## src/rtl/rx_top_module.sv

```systemverilog
// rtl/rx_top_module.sv - 8N1 UART receiver with mid-bit sampling and framing-error detection
module rx_top_module #(
    parameter int CLKS_PER_BIT = 10416,
    parameter int HALF_BIT     = CLKS_PER_BIT / 2
) (
    input  logic       clk,
    input  logic       rx_rst,
    input  logic       rx_en,
    input  logic       rx_bit,
    output logic [7:0] data_out,
    output logic       busy,
    output logic       done,
    output logic       frame_err
);
    localparam int CW = $clog2(CLKS_PER_BIT);
    localparam logic [CW-1:0] CNT_LAST  = CW'(CLKS_PER_BIT - 1);
    localparam logic [CW-1:0] HALF_LAST = CW'(HALF_BIT - 1);

    typedef enum logic [2:0] {IDLE, START, DATA, STOP, WAIT_HIGH} state_t;

    state_t        state;
    logic          sync1;
    logic          rx_s;
    logic          armed;
    logic [CW-1:0] cnt;
    logic [2:0]    idx;
    logic [7:0]    shift;

    always_ff @(posedge clk) begin
        if (rx_rst) begin
            state     <= IDLE;
            sync1     <= 1'b1;
            rx_s      <= 1'b1;
            armed     <= 1'b1;
            cnt       <= '0;
            idx       <= '0;
            shift     <= '0;
            data_out  <= '0;
            busy      <= 1'b0;
            done      <= 1'b0;
            frame_err <= 1'b0;
        end else begin
            sync1     <= rx_bit;
            rx_s      <= sync1;
            done      <= 1'b0;
            frame_err <= 1'b0;

            // A low line first seen while disabled must return high before it can start a frame
            if (rx_s)
                armed <= 1'b1;
            else if (!rx_en)
                armed <= 1'b0;

            case (state)
                IDLE: begin
                    busy <= 1'b0;
                    cnt  <= '0;
                    if (rx_en && armed && !rx_s) begin
                        state <= START;
                        busy  <= 1'b1;
                    end
                end
                START: begin
                    if (cnt == HALF_LAST) begin
                        cnt <= '0;
                        if (!rx_s) begin
                            state <= DATA;
                            idx   <= '0;
                        end else begin
                            state <= IDLE;
                            busy  <= 1'b0;
                        end
                    end else begin
                        cnt <= cnt + CW'(1);
                    end
                end
                DATA: begin
                    if (cnt == CNT_LAST) begin
                        cnt        <= '0;
                        shift[idx] <= rx_s;
                        if (idx == 3'd7)
                            state <= STOP;
                        else
                            idx <= idx + 3'd1;
                    end else begin
                        cnt <= cnt + CW'(1);
                    end
                end
                STOP: begin
                    if (cnt == CNT_LAST) begin
                        cnt <= '0;
                        if (rx_s) begin
                            data_out <= shift;
                            done     <= 1'b1;
                            busy     <= 1'b0;
                            state    <= IDLE;
                        end else begin
                            frame_err <= 1'b1;
                            state     <= WAIT_HIGH;
                        end
                    end else begin
                        cnt <= cnt + CW'(1);
                    end
                end
                WAIT_HIGH: begin
                    busy <= 1'b1;
                    cnt  <= '0;
                    if (rx_s) begin
                        state <= IDLE;
                        busy  <= 1'b0;
                    end
                end
                default: begin
                    state <= IDLE;
                    busy  <= 1'b0;
                    cnt   <= '0;
                end
            endcase
        end
    end
endmodule

```

## config.mk

```make
export PLATFORM = sky130hd
export DESIGN_NAME = rx_top_module
export DESIGN_NICKNAME = d
export VERILOG_FILES = /design/src/rtl/rx_top_module.sv
export SDC_FILE = /design/constraint.sdc
export NUM_CORES = 1
export LEC_CHECK = 0
export ABC_AREA = 1
export CAP_MARGIN = 25
export CORE_UTILIZATION = 57
export CTS_CLUSTER_DIAMETER = 150
export DETAILED_ROUTE_END_ITERATION = 16
export GPL_TIMING_DRIVEN = 1
export PLACE_DENSITY = 0.84
export SLEW_MARGIN = 20
export SYNTH_ARGS = -nofsm -noshare
export SYNTH_HDL_FRONTEND = slang
export SYNTH_SLANG_ARGS = --single-unit
```

## constraint.sdc

```tcl
create_clock -name clk -period 2.09 [get_ports clk]
set_clock_uncertainty 0.1 [all_clocks]
set_input_delay 0.627 -clock clk [delete_from_list [all_inputs] [get_ports clk]]
set_output_delay 0.627 -clock clk [all_outputs]
set_load 0.03 [all_outputs]
```

==> results of run 1 <==
==> path summary, 6_finish.rpt <==
check                   to   from
setup / recovery      done   done
hold / removal        rx_s  sync1
setup reg to reg  state[1]   rx_s
hold reg to reg       rx_s  sync1
==> final cells by class <==
type	instances	area share
Tap cell	46	0.02440
Clock inverter	2	0.02546
Multi-Input combinational cell	214	0.4483
Clock buffer	6	0.02175
Sequential cell	42	0.3565
Timing Repair Buffer	18	0.06844
Inverter	34	0.05517
==> worst reg2reg max path: stages, from the launching register on <==
cell	delay (ns)
dfxtp_1	0.60
inv_1	0.28
nand3_1	0.17
nand2_1	0.06
nor2_1	0.12
nand2_1	0.09
nor2_2	0.19
nand2_1	0.07
nand2_1	0.06
nor2_1	0.04
==> sequential cells by signal, summed over array words and instances (netlist names) <==
| register | cells |
|---|---|
| state | 3 |
| busy | 1 |
| idx | 3 |
| rx_s | 1 |
| cnt | 14 |
| frame_err | 1 |
| sync1 | 1 |
| data_out | 8 |
| armed | 1 |
| done | 1 |
| shift | 8 |
==> cells in the mapped netlist, types with 3 or more instances <==
| cell | n | area [µm²] |
|---|---|---|
| nor2_1 | 69 | 259.0 |
| nand2_1 | 45 | 168.9 |
| dfxtp_1 | 42 | 840.8 |
| inv_1 | 27 | 101.4 |
| nand3_1 | 24 | 120.1 |
| a21oi_1 | 14 | 70.07 |
| nor3_1 | 12 | 60.06 |
| o21ai_1 | 9 | 45.04 |
| nand4_1 | 7 | 43.79 |
| inv_2 | 5 | 18.77 |
| nor2_2 | 5 | 31.28 |
| xor2_1 | 5 | 43.79 |
| a31oi_1 | 3 | 18.77 |
| ha_1 | 3 | 37.54 |
| o21ai_0 | 3 | 15.01 |
==> per-stage QoR <==
stage	power, W	instance area (µm²)	util	setup TNS [ns]	hold slack, ns
floorplan	0.001201	2066	-	0	0.2895
global placement	0.001266	2256	0.6604	-0.007685	0.2945
detailed placement	0.001283	2256	0.6604	-0.09726	0.2987
CTS	0.001943	2356	0.6897	0	0.3333
global route	0.002037	2359	0.6905	0	0.3758
finish	0.001927	2359	0.6905	0	0.3290
==> where the power goes <==
part	leakage (nW)	total, W	internal [W]	switching (W)
Combinational	0.569	0.000404	0.000127	0.000277
Sequential	0.339	0.000862	0.000831	0.0000308
Clock	0.0585	0.000662	0.000405	0.000256
==> routing by layer <==
layer	part of all wire	up-vias
met5	0	-
met4	0.021	0
met3	0.054	9
met2	0.45	47
met1	0.47	837
li1	-	1001
==> kinds of logic after synthesis <==
family	Yosys count
xor gates and xnor gates	6
and+or+nand+nor	175
AOI/OAI and AO/OA	30
DFF	42
adders and majority gates	3
buffers and inverters	39
==> what timing repair did <==
| item | CTS | global route |
|---|---|---|
| resized for setup | 9 | 1 |
| endpoints found under the setup margin | 9 | 1 |
| buffers inserted | 0 | 0 |
| pin swaps | 0 | 0 |
==> flow_summary.yaml, run 1 <==
sta:
  rsz0062_at_grt: "false"
  hold_violations: 0
  worst-slew-pin-transition_ns: 0.4286
  slew_headroom: 0.7139
  setup_ws_ns: 0.03569
  final.min_clock_period_ns: 2.054
  report.final.slew_viol_count: 0
  fmax_mhz: 486.8
  finalCritPeriodShare: 0.9829
  setup_viol: 0
floorplan:
  rows: 21
  die_x_um: 62.20
  die_area_mm2: 0.003869
  initial_core_util: 0.6048
  fp.coreArea_mm2: 0.003416
  io-pin-count: 15
  die_h_um: 62.20
worst_setup_path:
  cp_top_family: "buffers and inverters"
  cpPeakStageDelay_ns: 0.66
  timing.critical_path.buf_inv: 1
  critPathArrivalTime_ns: 1.33
  worstPathCellList: "clkdlybuf4s50_1"
  cp_slowest_cell: "clkdlybuf4s50_1"
  cp-start-kind: "flip-flop"
  worstSetupPathType: "reg -> out"
  required_ns: 1.36
  crit_fanout: 1
  worst_setup_path_end_kind: "output port"
  cp_num_cells: 1
  rr_worst_depth: 9
  r2r_slack_ns: 0.22
logic_synthesis:
  ys_warn_count: 0
  synth_area_mm2: 0.002066
  synth-main-ff-cell: "dfxtp_1"
  synthAdderAreaFrac: 0.01817
  ys_ff_latch: 42
  synthDistinctLibCells: 31
  synth-edff-count: 0
  avgSynthCellArea_um2: 7.002
  synth_top_family_by_area: "simple AND/OR/NAND/NOR gates"
  synthXorXnorAreaFrac: 0.02544
  synthMuxAreaShare: 0
  synth_nets: 302
  synthSimpleGateAreaFrac: 0.3925
  synth-compound-area-share: 0.07571
  ys_seq_area_frac: 0.4070
  synthArstFlopShare: 0
  syn_inst: 295
placed_design:
  port_buffers: 14
  dpl.hpwl_um: 2927
  gp_congestion: 0.8927
  pre_cts_slack_ns: -0.05082
  dp.cells: 354
worst_hold_path:
  hp-class: "reg -> reg"
  holdPathStages: 1
route:
  drt-total-wl_um: 4022
  post_drt_wl_per_cell_um: 11.11
  drc: 0
  via_per_inst: 5.232
  drt_iter0_drc: 92
  vias: 1894
  drtPass1Iterations: 4
  final_antenna_net_count: 0
grt:
  antenna_found_initial: 0
  track_usage: 0.2338
  grt_use_met3: 0.05699
  grt-busiest-layer: "met2"
  grt_overflow_total: 0
  use_met2: 0.3695
  grt_pass1_vias: 1724
  grtUsageMet1: 0.3008
  grt_pass1_wl_um: 7182
  grt_max_degree: 17
clocking:
  clkLatencyLatePin_ns: 0.35
  cts_buffers: 5
  cts_tree: "yes"
  cts_root_buf: "clkbuf_4"
  cts-htree-levels: 2
  clock_sinks: 42
  clockBufferDepth: 2
  path_clk_slew_ns: 0.12
  ctsHoldBuffers: 0
cells_and_area:
  final_cell_mix: "69 x nor2_1, 45 x nand2_1, 42 x dfxtp_1"
  seq_area_um2: 840.8
  areaGrowthSynthToFinish_pct: 14.17
  antenna_cells: 0
  multi_input_area_mm2: 0.001057
  fill_cells: 310
  final_common_cell: "nor2_1"
  drive_above_1_share: 0.1076
  fin_cells: 362
  fin_nets: 322
power:
  power_density_mw_per_mm2: 817.1
  leakage_nw: 0.9673
  ir_drop_uv: 538.0
run_status:
  status: "finished clean"
flow_run:
  drv_cap: 0
Note: power is estimated with default switching activity, not from simulation.
==> run 2: changes to the inputs <==
ABC_CLOCK_PERIOD_IN_PS = 2090   (was not set)
CORE_UTILIZATION = 40   (was 57)
PLACE_DENSITY = 0.64   (was 0.84)
==> run 2 against run 1 <==
  * Core utilization shrank 20 points
  * Largest cell class unchanged
  * Sequential power about the same
  * Worst hold slack worse by 0.0055 ns
  * Combinational power is essentially flat
  * Non-clock buffer count is 1 higher
  * Sequential share of layout area decreased by 0.32 points
  * Final cell count rose by 6.1%
  * Routed wire length fell by 0.60%
==> flow_summary.yaml, run 2 (synthesis gave the netlist of run 1 again) <==
route:
  via_per_inst: 4.721
  drtPass1Iterations: 4
  drc: 0
  drt-total-wl_um: 3998
  drt_iter0_drc: 91
  post_drt_wl_per_cell_um: 10.41
  final_antenna_net_count: 0
  vias: 1813
cells_and_area:
  top_regs: "cnt (14), data_out (8), shift (8)"
  largest_reg_flops: 14
  antenna_cells: 0
  final_cell_mix: "69 x nor2_1, 45 x nand2_1, 42 x dfxtp_1"
  fin_nets: 323
  fill_cells: 509
  areaGrowthSynthToFinish_pct: 15.20
  largest-register: "cnt"
  fin_cells: 384
  final_common_cell: "nor2_1"
  drive_above_1_share: 0.1104
worst_setup_path:
  cp-start-kind: "flip-flop"
  worstPathCellList: "clkdlybuf4s50_1"
  crit_fanout: 2
  cp_num_cells: 1
  worst_setup_path_end_kind: "output port"
  rr_worst_depth: 11
  cp_slowest_cell: "clkdlybuf4s50_1"
  required_ns: 1.36
  cp_top_family: "buffers and inverters"
  critPathArrivalTime_ns: 1.31
  worstSetupPathType: "reg -> out"
  timing.critical_path.buf_inv: 1
  cpPeakStageDelay_ns: 0.67
floorplan:
  io-pin-count: 15
  die_h_um: 73.87
  fp.coreArea_mm2: 0.004848
  rows: 25
  die_area_mm2: 0.005456
  initial_core_util: 0.4261
  die_x_um: 73.87
clocking:
  post_cts_resized: 0
  path_clk_slew_ns: 0.09
  cts_tree: "yes"
  cts_buffers: 5
  clkLatencyLatePin_ns: 0.30
  cts_root_buf: "clkbuf_8"
  postCtsSetupBuffers: 0
  clockBufferDepth: 2
  clock_sinks: 42
  ctsHoldBuffers: 0
  cts-htree-levels: 2
sta:
  final.min_clock_period_ns: 2.036
  setup_ws_ns: 0.05356
  tns_ns: 0
  hold_violations: 0
  fmax_mhz: 491.1
  setup_viol: 0
  slew_headroom: 0.6915
  finalCritPeriodShare: 0.9744
  holdWs_ns: 0.3235
  report.final.slew_viol_count: 0
  rsz0062_at_grt: "false"
  worst-slew-pin-transition_ns: 0.4623
grt:
  track_usage: 0.1701
  grt_pass1_vias: 1607
  grt_max_degree: 17
  grt_pass1_wl_um: 7079
  grt_overflow_total: 0
  antenna_found_initial: 0
power:
  power_density_mw_per_mm2: 753.7
  ir_drop_uv: 465.2
  total_power_w: 0.001794
  leakage_nw: 0.8948
worst_hold_path:
  hp-class: "reg -> reg"
  holdPathStages: 1
placed_design:
  port_buffers: 14
  dp.cells: 376
  dpl.hpwl_um: 2974
  gp_congestion: 0.8501
  pre_cts_slack_ns: -0.03590
flow_run:
  drv_cap: 0
run_status:
  status: "finished clean"
-- run 2: cell types whose count changed in the layout (fill, tap and decap cells not counted), sizes merged --
cell / before / now
clkinvlp: 0 / 1
clkbuf: 6 / 5
buf: 4 / 5
dlygate4sd2: 9 / 0
clkinv: 1 / 3
clkdlybuf4s50: 4 / 14
bufinv: 2 / 0
dlymetal6s2s: 1 / 0
-- run 2: area by class of cell --
| cell class | instances | area (µm²) | share of cell area |
|---|---|---|---|
| sequential | 42 | 840.8 | 0.3533 |
| clock inverter | 3 | 21.27 | 0.008938 |
| tap | 67 | 83.83 | 0.03523 |
| inverter | 34 | 130.1 | 0.05468 |
| timing repair buffer | 19 | 177.7 | 0.07466 |
| multi-input combinational | 214 | 1057 | 0.4443 |
| clock buffer | 5 | 68.82 | 0.02892 |
-- run 2: routing by layer --
metal,wire [µm],part of all wire,track usage,vias up
li1,-,-,-,994
met1,2050,0.51,0.2331,782
met2,1719,0.43,0.2599,29
met3,140,0.035,0.02881,8
met4,87,0.022,0.07692,0
met5,0,0,0,-
-- run 2: path summary, 6_finish.rpt --
check	slack [ns]	endpoint	start
max reg2reg	0.31	state[1]	idx[1]
max	0.05	busy	busy
min	0.32	rx_s	sync1
min reg2reg	0.32	rx_s	sync1
-- run 2: per-stage QoR --
step	utilization	area, µm²
floorplan	-	2066
global placement	0.4723	2290
detailed placement	0.4723	2290
CTS	0.4908	2380
global route	0.4908	2380
finish	0.4908	2380
-- run 2: power breakdown --
part	total [W]	internal (W)	switching, W
Clock	0.000530	0.000235	0.000295
Sequential	0.000859	0.000830	0.0000289
Combinational	0.000404	0.000129	0.000276
==> run 3: changes to the inputs <==
CORE_UTILIZATION = 50   (was 40)
PLACE_DENSITY = 0.76   (was 0.64)
==> run 3 against run 2 <==
  * Sequential power is essentially flat
  * Power grew 0.56%
  * Maximum frequency grew 0.53%
  * Clock-buffer cell count grew 1
  * Non-clock buffer count shrank 1
  * Register-to-register slack gained 0.03 ns
  * First-iteration DRC count grew 5.5%
  * Die area shrank 19%
  * Final area shrank 1.1%
  * Critical endpoint is now data_out[4]
==> flow_summary.yaml, run 3 (synthesis gave the netlist of run 1 again) <==
worst_hold_path:
  hp-class: "reg -> reg"
grt:
  track_usage: 0.2136
  antenna_found_initial: 0
  grt_pass1_vias: 1681
  grt_max_degree: 17
  grt_overflow_total: 0
  grt_pass1_wl_um: 7155
worst_setup_path:
  cp_slowest_cell: "clkdlybuf4s50_1"
  worstPathCellList: "clkdlybuf4s50_1"
  cp_top_family: "buffers and inverters"
  crit_fanout: 2
  r2r_slack_ns: 0.34
  timing.critical_path.buf_inv: 1
  cp-start-kind: "flip-flop"
  critPathArrivalTime_ns: 1.30
  worstSetupPathType: "reg -> out"
  required_ns: 1.36
  worst_setup_path_end_kind: "output port"
  cpPeakStageDelay_ns: 0.67
clocking:
  clock_sinks: 42
  cts_buffers: 5
  cts_tree: "yes"
  cts-htree-levels: 2
  post_cts_resized: 0
  cts_root_buf: "clkbuf_8"
  ctsHoldBuffers: 0
  clockBufferDepth: 2
  path_clk_slew_ns: 0.08
  postCtsSetupBuffers: 0
  clkLatencyLatePin_ns: 0.29
sta:
  worst-slew-pin-transition_ns: 0.4456
  report.final.slew_viol_count: 0
  final.min_clock_period_ns: 2.026
  fmax_mhz: 493.6
  hold_violations: 0
  holdWs_ns: 0.3145
  setup_viol: 0
  finalCritPeriodShare: 0.9693
  tns_ns: 0
  rsz0062_at_grt: "false"
  slew_headroom: 0.7026
cells_and_area:
  final_common_cell: "nor2_1"
  drive_above_1_share: 0.1076
  final_cell_mix: "69 x nor2_1, 45 x nand2_1, 42 x dfxtp_1"
  top_regs: "cnt (14), data_out (8), shift (8)"
  stdcell_area_mm2: 0.002354
  largest-register: "cnt"
  largest_reg_flops: 14
  fin_nets: 322
  antenna_cells: 0
  areaGrowthSynthToFinish_pct: 13.93
run_status:
  status: "finished clean"
placed_design:
  placed_area_mm2: 0.002258
  port_buffers: 14
  dpl.hpwl_um: 2920
  gp_congestion: 0.8558
floorplan:
  io-pin-count: 15
  die_area_mm2: 0.004392
  initial_core_util: 0.5438
  fp.coreArea_mm2: 0.003799
  die_h_um: 66.28
  die_x_um: 66.28
  rows: 22
route:
  final_antenna_net_count: 0
  drt-total-wl_um: 3969
  drtPass1Iterations: 4
  vias: 1848
  via_per_inst: 5.077
  drt_iter0_drc: 96
  drc: 0
  post_drt_wl_per_cell_um: 10.90
flow_run:
  drv_cap: 0
power:
  power_density_mw_per_mm2: 766.4
  leakage_nw: 0.8935
  ir_drop_uv: 512.1
-- run 3: cell count changes in the layout (fill, tap and decap cells not counted), sizes merged --
cell | previous run | this run
clkbuf | 5 | 6
buf | 5 | 4
clkinv | 3 | 2
-- run 3: path summary, 6_finish.rpt --
kind                 end   startpoint  cells after the start
max          data_out[4]  data_out[4]                      1
min                 rx_s        sync1                      1
max reg2reg       cnt[3]       cnt[0]                      9
min reg2reg         rx_s        sync1                      1
-- run 3: layout make-up --
class | instances | area (µm²)
Clock buffer | 6 | 82.58
Clock inverter | 2 | 12.51
Fill cell | 385 | 1445
Inverter | 34 | 130.1
Multi-Input combinational cell | 214 | 1057
Sequential cell | 42 | 840.8
Tap cell | 48 | 60.06
Timing Repair Buffer | 18 | 170.2
-- run 3: stage by stage --
stage	instances	util	setup slack (ns)	power [W]
2_1_floorplan	295	-	0.4652	0.001201
3_3_place_gp	356	0.5945	0.01925	0.001268
3_5_place_dp	356	0.5945	-0.04460	0.001276
4_1_cts	364	0.6196	0.05434	0.001809
5_1_grt	364	0.6196	0.008696	0.001928
6_report	364	0.6196	0.06421	0.001804
-- run 3: power by group --
group	switching, W	internal, W	total (W)
Combinational	0.000271	0.000128	0.000399
Sequential	0.0000314	0.000830	0.000862
Clock	0.000278	0.000265	0.000543
Total	0.000580	0.00122	0.00180
-- run 3: layer usage --
layer,GRT usage,wire (µm),vias up
met5,0,0,-
met4,0.09574,42,0
met3,0.05517,173,5
met2,0.3291,1705,39
met1,0.2783,2048,820
li1,-,-,984
